`config.mk`:
```
export PLATFORM = sky130hd
export DESIGN_NAME = ej32_fetch_flat
export DESIGN_NICKNAME = d
export VERILOG_FILES = /design/src/rtl/ej32_fetch_if.sv /design/src/rtl/ej32_fetch.sv /design/src/flat_wrapper.sv
export SDC_FILE = /design/constraint.sdc
export NUM_CORES = 1
export LEC_CHECK = 0
export ABC_AREA = 1
export CAP_MARGIN = 10
export CORE_MARGIN = 1
export CORE_UTILIZATION = 45
export CTS_CLUSTER_DIAMETER = 80
export CTS_CLUSTER_SIZE = 10
export DETAILED_ROUTE_END_ITERATION = 10
export PLACE_DENSITY = 0.79
export SETUP_SLACK_MARGIN = 0.3
export SLEW_MARGIN = 20
export SYNTH_ARGS = -nofsm -noshare
export SYNTH_HDL_FRONTEND = slang
export SYNTH_SLANG_ARGS = --single-unit
```
`constraint.sdc`:
```
create_clock -name clk -period 4.1 [get_ports clk]
set_input_delay 0.82 -clock clk [delete_from_list [all_inputs] [get_ports clk]]
set_output_delay 0.82 -clock clk [all_outputs]
set_load 0.02 [all_outputs]
```
`src/rtl/ej32_fetch_if.sv`:
```
// eJ32 fetch bus: memory read port plus the control bus toward the execution units.
// master is the fetch unit; slave is the memory/execution side.
`timescale 1ns/1ps
interface ej32_fetch_if #(
   parameter int unsigned ASZ = 17
);
   logic           mem_req_o;
   logic [ASZ-1:0] mem_addr_o;
   logic           mem_ack_i;
   logic [7:0]     mem_data_i;
   logic [7:0]     code_o;
   logic [2:0]     phase_o;
   logic [7:0]     data_o;
   logic           data_v_o;
   logic [ASZ-1:0] p_o;
   logic           exec_o;
   logic           stall_i;
   logic           pop_i;
   logic           adv_i;
   logic           done_i;
   logic [ASZ-1:0] br_p_i;
   logic           br_psel_i;

   modport master (
      output mem_req_o, mem_addr_o, code_o, phase_o, data_o, data_v_o, p_o, exec_o,
      input  mem_ack_i, mem_data_i, stall_i, pop_i, adv_i, done_i, br_p_i, br_psel_i
   );

   modport slave (
      input  mem_req_o, mem_addr_o, code_o, phase_o, data_o, data_v_o, p_o, exec_o,
      output mem_ack_i, mem_data_i, stall_i, pop_i, adv_i, done_i, br_p_i, br_psel_i
   );
endinterface

```
`src/rtl/ej32_fetch.sv`:
```
// eJ32 instruction fetch: byte prefetch FIFO, opcode latch and phase sequencer,
// with branch redirect that flushes prefetched and in-flight bytes.
`timescale 1ns/1ps
module ej32_fetch #(
   parameter int unsigned ASZ    = 17,
   parameter int unsigned FDEPTH = 4
) (
   input  logic         clk,
   input  logic         rst,
   ej32_fetch_if.master bus
);
   localparam int unsigned AW = $clog2(FDEPTH);
   localparam int unsigned PW = AW + 1;
   localparam logic [PW-1:0] FullCnt = PW'(FDEPTH);

   typedef enum logic [0:0] {StFetchOp, StExec} state_e;

   state_e         state_q, state_d;
   logic [7:0]     code_q, code_d;
   logic [2:0]     phase_q, phase_d;
   logic [ASZ-1:0] p_q, p_d;
   logic [ASZ-1:0] addr_q, addr_d;
   logic           req_q, req_d;
   logic           flush_q, flush_d;
   logic [PW-1:0]  wr_ptr_q, wr_ptr_d;
   logic [PW-1:0]  rd_ptr_q, rd_ptr_d;
   logic [7:0]     fifo_q [FDEPTH];

   logic [PW-1:0]  count, count_d;
   logic [7:0]     head;
   logic           empty, redirect, push, op_pop, opnd_pop, data_v;

   assign count    = wr_ptr_q - rd_ptr_q;
   assign empty    = (count == '0);
   assign head     = fifo_q[rd_ptr_q[AW-1:0]];
   assign redirect = bus.br_psel_i && !bus.stall_i;
   // Bytes landing during a flush or a redirect belong to the abandoned stream.
   assign push     = bus.mem_ack_i && !flush_q && !redirect;
   assign data_v   = (state_q == StExec) && !empty;
   assign op_pop   = (state_q == StFetchOp) && !empty && !bus.stall_i && !redirect;
   assign opnd_pop = (state_q == StExec) && bus.pop_i && data_v && !bus.stall_i && !redirect;

   always_comb begin
      state_d  = state_q;
      code_d   = code_q;
      phase_d  = phase_q;
      p_d      = p_q;
      addr_d   = addr_q;
      req_d    = req_q;
      flush_d  = flush_q;
      wr_ptr_d = wr_ptr_q;
      rd_ptr_d = rd_ptr_q;
      count_d  = count;

      if (push) begin
         wr_ptr_d = wr_ptr_q + PW'(1);
         addr_d   = addr_q + ASZ'(1);
      end
      if (op_pop || opnd_pop) begin
         rd_ptr_d = rd_ptr_q + PW'(1);
         p_d      = p_q + ASZ'(1);
      end
      if (op_pop) begin
         code_d  = head;
         phase_d = 3'd0;
         state_d = StExec;
      end
      if ((state_q == StExec) && !bus.stall_i && !redirect) begin
         if (bus.done_i) begin
            state_d = StFetchOp;
         end else if (bus.adv_i && (phase_q != 3'd7)) begin
            phase_d = phase_q + 3'd1;
         end
      end
      if (redirect) begin
         p_d      = bus.br_p_i;
         addr_d   = bus.br_p_i;
         wr_ptr_d = '0;
         rd_ptr_d = '0;
         state_d  = StFetchOp;
      end

      count_d = wr_ptr_d - rd_ptr_d;
      if (flush_q) begin
         req_d = 1'b0;
         if (bus.mem_ack_i) flush_d = 1'b0;
      end else if (req_q) begin
         if (bus.mem_ack_i) begin
            req_d = 1'b0;
         end else if (redirect) begin
            // Read already issued to the old stream: wait out its ack and drop it.
            req_d   = 1'b0;
            flush_d = 1'b1;
         end
      end else begin
         req_d = (count_d < FullCnt);
      end
   end

   always_ff @(posedge clk or negedge rst) begin
      if (!rst) begin
         state_q  <= StFetchOp;
         code_q   <= 8'h00;
         phase_q  <= 3'd0;
         p_q      <= '0;
         addr_q   <= '0;
         req_q    <= 1'b0;
         flush_q  <= 1'b0;
         wr_ptr_q <= '0;
         rd_ptr_q <= '0;
      end else begin
         state_q  <= state_d;
         code_q   <= code_d;
         phase_q  <= phase_d;
         p_q      <= p_d;
         addr_q   <= addr_d;
         req_q    <= req_d;
         flush_q  <= flush_d;
         wr_ptr_q <= wr_ptr_d;
         rd_ptr_q <= rd_ptr_d;
      end
   end

   // Storage needs no reset; validity is tracked by the pointers.
   always_ff @(posedge clk) begin
      if (push) fifo_q[wr_ptr_q[AW-1:0]] <= bus.mem_data_i;
   end

   assign bus.mem_req_o  = req_q;
   assign bus.mem_addr_o = addr_q;
   assign bus.code_o     = code_q;
   assign bus.phase_o    = phase_q;
   assign bus.p_o        = p_q;
   assign bus.exec_o     = (state_q == StExec);
   assign bus.data_o     = head;
   assign bus.data_v_o   = data_v;
endmodule
```
`src/flat_wrapper.sv`:
```
// flat-port wrapper written by rule: the top's interface ports become plain ports
module ej32_fetch_flat 
#(
   parameter int unsigned ASZ    = 17,
   parameter int unsigned FDEPTH = 4
)
  (clk, rst, bus_mem_req_o, bus_mem_addr_o, bus_code_o, bus_phase_o, bus_data_o, bus_data_v_o, bus_p_o, bus_exec_o, bus_mem_ack_i, bus_mem_data_i, bus_stall_i, bus_pop_i, bus_adv_i, bus_done_i, bus_br_p_i, bus_br_psel_i);
  ej32_fetch_if #(.ASZ(ASZ)) bus_i ();
  input  logic clk;
  input  logic rst;
  output wire logic [$bits(bus_i.mem_req_o)-1:0] bus_mem_req_o;
  output wire logic [$bits(bus_i.mem_addr_o)-1:0] bus_mem_addr_o;
  output wire logic [$bits(bus_i.code_o)-1:0] bus_code_o;
  output wire logic [$bits(bus_i.phase_o)-1:0] bus_phase_o;
  output wire logic [$bits(bus_i.data_o)-1:0] bus_data_o;
  output wire logic [$bits(bus_i.data_v_o)-1:0] bus_data_v_o;
  output wire logic [$bits(bus_i.p_o)-1:0] bus_p_o;
  output wire logic [$bits(bus_i.exec_o)-1:0] bus_exec_o;
  input wire logic [$bits(bus_i.mem_ack_i)-1:0] bus_mem_ack_i;
  input wire logic [$bits(bus_i.mem_data_i)-1:0] bus_mem_data_i;
  input wire logic [$bits(bus_i.stall_i)-1:0] bus_stall_i;
  input wire logic [$bits(bus_i.pop_i)-1:0] bus_pop_i;
  input wire logic [$bits(bus_i.adv_i)-1:0] bus_adv_i;
  input wire logic [$bits(bus_i.done_i)-1:0] bus_done_i;
  input wire logic [$bits(bus_i.br_p_i)-1:0] bus_br_p_i;
  input wire logic [$bits(bus_i.br_psel_i)-1:0] bus_br_psel_i;
  assign bus_mem_req_o = bus_i.mem_req_o;
  assign bus_mem_addr_o = bus_i.mem_addr_o;
  assign bus_code_o = bus_i.code_o;
  assign bus_phase_o = bus_i.phase_o;
  assign bus_data_o = bus_i.data_o;
  assign bus_data_v_o = bus_i.data_v_o;
  assign bus_p_o = bus_i.p_o;
  assign bus_exec_o = bus_i.exec_o;
  assign bus_i.mem_ack_i = bus_mem_ack_i;
  assign bus_i.mem_data_i = bus_mem_data_i;
  assign bus_i.stall_i = bus_stall_i;
  assign bus_i.pop_i = bus_pop_i;
  assign bus_i.adv_i = bus_adv_i;
  assign bus_i.done_i = bus_done_i;
  assign bus_i.br_p_i = bus_br_p_i;
  assign bus_i.br_psel_i = bus_br_psel_i;
  ej32_fetch #(.ASZ(ASZ), .FDEPTH(FDEPTH)) u_core (.clk(clk), .rst(rst), .bus(bus_i));
endmodule
```
==> out/qor.json <==
{
  "worst_ir_drop_vdd": {"value": 0.290, "unit": "mV"},
  "synth_flop_cell": {"value": "sky130_fd_sc_hd__dfrtp_1"},
  "cts_tree": {"value": "yes"},
  "ys_async_sr_fraction": {"value": 0.628},
  "htreeDepth": {"value": 3},
  "cts_hold_buf": {"value": 0},
  "outcome": {"value": "finished clean"},
  "post_route_core_utilization": {"value": 0.586},
  "detail_route.vias_per_cell": {"value": 5.21},
  "std_cell_rows": {"value": 36},
  "fin_area": {"value": 5700, "unit": "um2"},
  "syn_nets": {"value": 556},
  "fin_nets": {"value": 643},
  "fmax": {"value": 0.288, "unit": "GHz"},
  "worstPathMaxFanout": {"value": 11},
  "synth-seq-area-share": {"value": 0.515},
  "placed_cell_area": {"value": 5470, "unit": "um2"},
  "timing.hold.worst.class": {"value": "input pin to asynchronous set/reset pin"},
  "clock_path_buffers": {"value": 2},
  "route.detailed.wl_per_inst": {"value": 15.3, "unit": "um"},
  "cp-start-kind": {"value": "flip-flop"},
  "cts.root.buffer_cell": {"value": "sky130_fd_sc_hd__clkbuf_8"},
  "crit_path_most_repeated_cell": {"value": "sky130_fd_sc_hd__inv_1"},
  "drc_errors": {"value": 0},
  "finalSetupViolations": {"value": 0},
  "path_buf_inv": {"value": 3},
  "ys_types": {"value": 46},
  "synth_seq_cells": {"value": 86},
  "maxcap_viol_count": {"value": 0},
  "global_route.overflow_total": {"value": 0},
  "cts-buffers-inserted": {"value": 9},
  "synth_edf_count": {"value": 32},
  "timing.critical_path.slowest_stage_cell": {"value": "sky130_fd_sc_hd__clkdlybuf4s50_1"},
  "dieWidth": {"value": 102, "unit": "um"},
  "first_pass_iters": {"value": 5},
  "grt_setup_unrepaired": {"value": "false"},
  "drt-initial-drc-count": {"value": 329},
  "critPathRequiredTime": {"value": 3.28, "unit": "ns"},
  "die_area": {"value": 10400, "unit": "um2"},
  "timing.final.hold_violations": {"value": 0},
  "timing.reg2reg.worst_path_depth": {"value": 17},
  "fin_crit": {"value": 3.47, "unit": "ns"},
  "half_perimeter_wire_length_of_the_detailed_placement_result": {"value": 8250, "unit": "um"},
  "endpoint_kind": {"value": "primary output"},
  "postCtsSetupBuffers": {"value": 0},
  "final_max_slew_viol_count": {"value": 0},
  "initial_core_util": {"value": 0.461},
  "yosysMostFrequentCell": {"value": "sky130_fd_sc_hd__nand2_1"},
  "core_area": {"value": 9730, "unit": "um2"},
  "netlist_instances": {"value": 511},
  "final_wirelength": {"value": 11200, "unit": "um"},
  "synthesis.area_per_instance": {"value": 8.78, "unit": "um2"},
  "detail-route-antenna-nets": {"value": 0},
  "portion_of_synthesized_cell_area_occupied_by_the_leading_cell_type": {"value": 0.301},
  "via_count": {"value": 3837},
  "path_clk_slew": {"value": 0.09, "unit": "ns"},
  "remaining_max_slew_budget_at_the_tightest_pin": {"value": 0.463},
  "maximum_number_of_pins_on_one_net_before_global_route_repair": {"value": 35},
  "grt_pass1_vias": {"value": 3599},
  "crit_cells": {"value": 8},
  "power-per-cell-area": {"value": 656, "unit": "nW/um2"},
  "netlist.top_cell.by_area": {"value": "sky130_fd_sc_hd__dfrtp_1"},
  "grt_first_pass_wirelength": {"value": 17900, "unit": "um"},
  "layout-area-overhead-vs-synth": {"value": 27.0, "unit": "%"},
  "num_io_pins": {"value": 89},
  "arrival_worst_endpoint": {"value": 2.65, "unit": "ns"},
  "synth_warnings": {"value": 0},
  "period_share": {"value": 0.846},
  "cts.repair.resized": {"value": 0},
  "cp_top_family": {"value": "buffers and inverters"},
  "antenna_found_initial": {"value": 0},
  "final_weighted_congestion_in_routability_driven_placement": {"value": 0.853},
  "clk_latency": {"value": 0.36, "unit": "ns"},
  "p_leak": {"value": 0.00243, "unit": "uW"},
  "path_cells": {"value": "inv_1 -> ha_1 -> a21oi_1 -> nand2_2 -> nand3_4 -> nand2_1 -> inv_1 -> clkdlybuf4s50_1"},
  "drive_above_1_share": {"value": 0.0829},
  "grt_use_total": {"value": 0.227},
  "clock-sinks": {"value": 86},
  "critical-path-max-stage-delay": {"value": 0.60, "unit": "ns"},
  "synth_common_cells": {"value": "sky130_fd_sc_hd__nand2_1, sky130_fd_sc_hd__inv_1, sky130_fd_sc_hd__dfrtp_1"},
  "worst-slew-pin-transition": {"value": 0.802, "unit": "ns"},
  "io_buffers": {"value": 88},
  "clock-skew-final": {"value": 0.0119, "unit": "ns"},
  "critical_path_class": {"value": "flip-flop to primary output"},
  "synth_area": {"value": 4490, "unit": "um2"},
  "netlist_top_cells_area": {"value": "sky130_fd_sc_hd__dfrtp_1, sky130_fd_sc_hd__edfxtp_1, sky130_fd_sc_hd__nand2_1"},
  "setup-tns-final": {"value": 0, "unit": "ns"},
  "die_h": {"value": 102, "unit": "um"},
  "antenna_cells": {"value": 0}
}
cell type report:
type / count / area (um2)
inverters: 64 / 243
fillers: 862 / 4030
flip-flops and latches: 86 / 2310
clock inverters: 7 / 104
well taps: 133 / 166
repair buffers: 90 / 891
multi-input cells: 347 / 1860
clock buffers: 9 / 124
state kept, by name, indices dropped and copies added (netlist names):
register,count
u_core.bus.code_o,8
u_core.fifo_q,32
u_core.bus.mem_req_o,1
u_core.bus.phase_o,3
u_core.bus.exec_o,1
u_core.bus.mem_addr_o,17
u_core.bus.p_o,17
u_core.wr_ptr_q,3
u_core.rd_ptr_q,3
u_core.flush_q,1
stage by stage:
| step | hold WS [ns] | setup slack, ns | total power [uW] | instances |
|---|---|---|---|---|
| 3_5_place_dp | 0.469 | 0.877 | 3070 | 720 |
| 3_3_place_gp | 0.465 | 0.917 | 3020 | 720 |
| 5_1_grt | 0.427 | 0.456 | 3990 | 736 |
| 6_report | 0.407 | 0.631 | 3740 | 736 |
| 2_1_floorplan | 0.524 | 1.60 | 2370 | 511 |
| 4_1_cts | 0.416 | 0.595 | 3750 | 736 |
path summary, 6_finish.rpt:
check	from	endpoint	slack, ns
max in group asynchronous	rst	u_core.rd_ptr_q[1]	2.88
min reg2reg	u_core.bus.code_o[2]	u_core.bus.code_o[2]	0.49
min	rst	u_core.bus.p_o[14]	0.41
max reg2reg	u_core.rd_ptr_q[1]	u_core.bus.mem_req_o	1.21
min in group clk	u_core.bus.code_o[2]	u_core.bus.code_o[2]	0.49
max	u_core.rd_ptr_q[1]	bus_data_v_o	0.63
placed cells by master, fill, tap and decap left out, drive strengths merged, types with 3 or more instances in the layout:
| cell | n |
|---|---|
| nand4 | 6 |
| dfrtp | 54 |
| inv | 67 |
| nand3 | 26 |
| a21oi | 19 |
| nand2 | 119 |
| a31oi | 14 |
| o211ai | 3 |
| o22ai | 10 |
| ha | 12 |
| nor2 | 58 |
| clkdlybuf4s50 | 87 |
| or2 | 3 |
| nor3 | 9 |
| nor4 | 5 |
| edfxtp | 32 |
| a22oi | 4 |
| o21ai | 33 |
| xor2 | 7 |
| o31ai | 6 |
| buf | 3 |
| clkbuf | 9 |
cells by family (layout without fill, tap and decap cells):
family	Yosys count	count (layout)	share of synthesized area
XOR/XNOR	9	9	0.0176
flip-flops	86	86	0.515
buffers and inverters	78	170	0.0703
adder cells (fa/ha/maj)	12	12	0.0335
AO/OA/AOI/OAI	98	98	0.132
AND/OR/NAND/NOR	228	228	0.232
metal layers:
metal	up-vias	routed length, um	track usage	share of wire
li1	1906	-	-	-
met2	159	5300	0.365	0.47
met1	1756	5070	0.315	0.45
met4	0	146	0.0615	0.013
met5	-	0	0	0
met3	16	730	0.0458	0.065
power by group:
| part | switching [uW] | leakage (uW) | internal (uW) |
|---|---|---|---|
| registers | 253 | 0.000955 | 1120 |
| clock network | 318 | 0.000115 | 352 |
| logic | 980 | 0.00136 | 714 |
No activity file was read; power rests on OpenSTA's default activity.
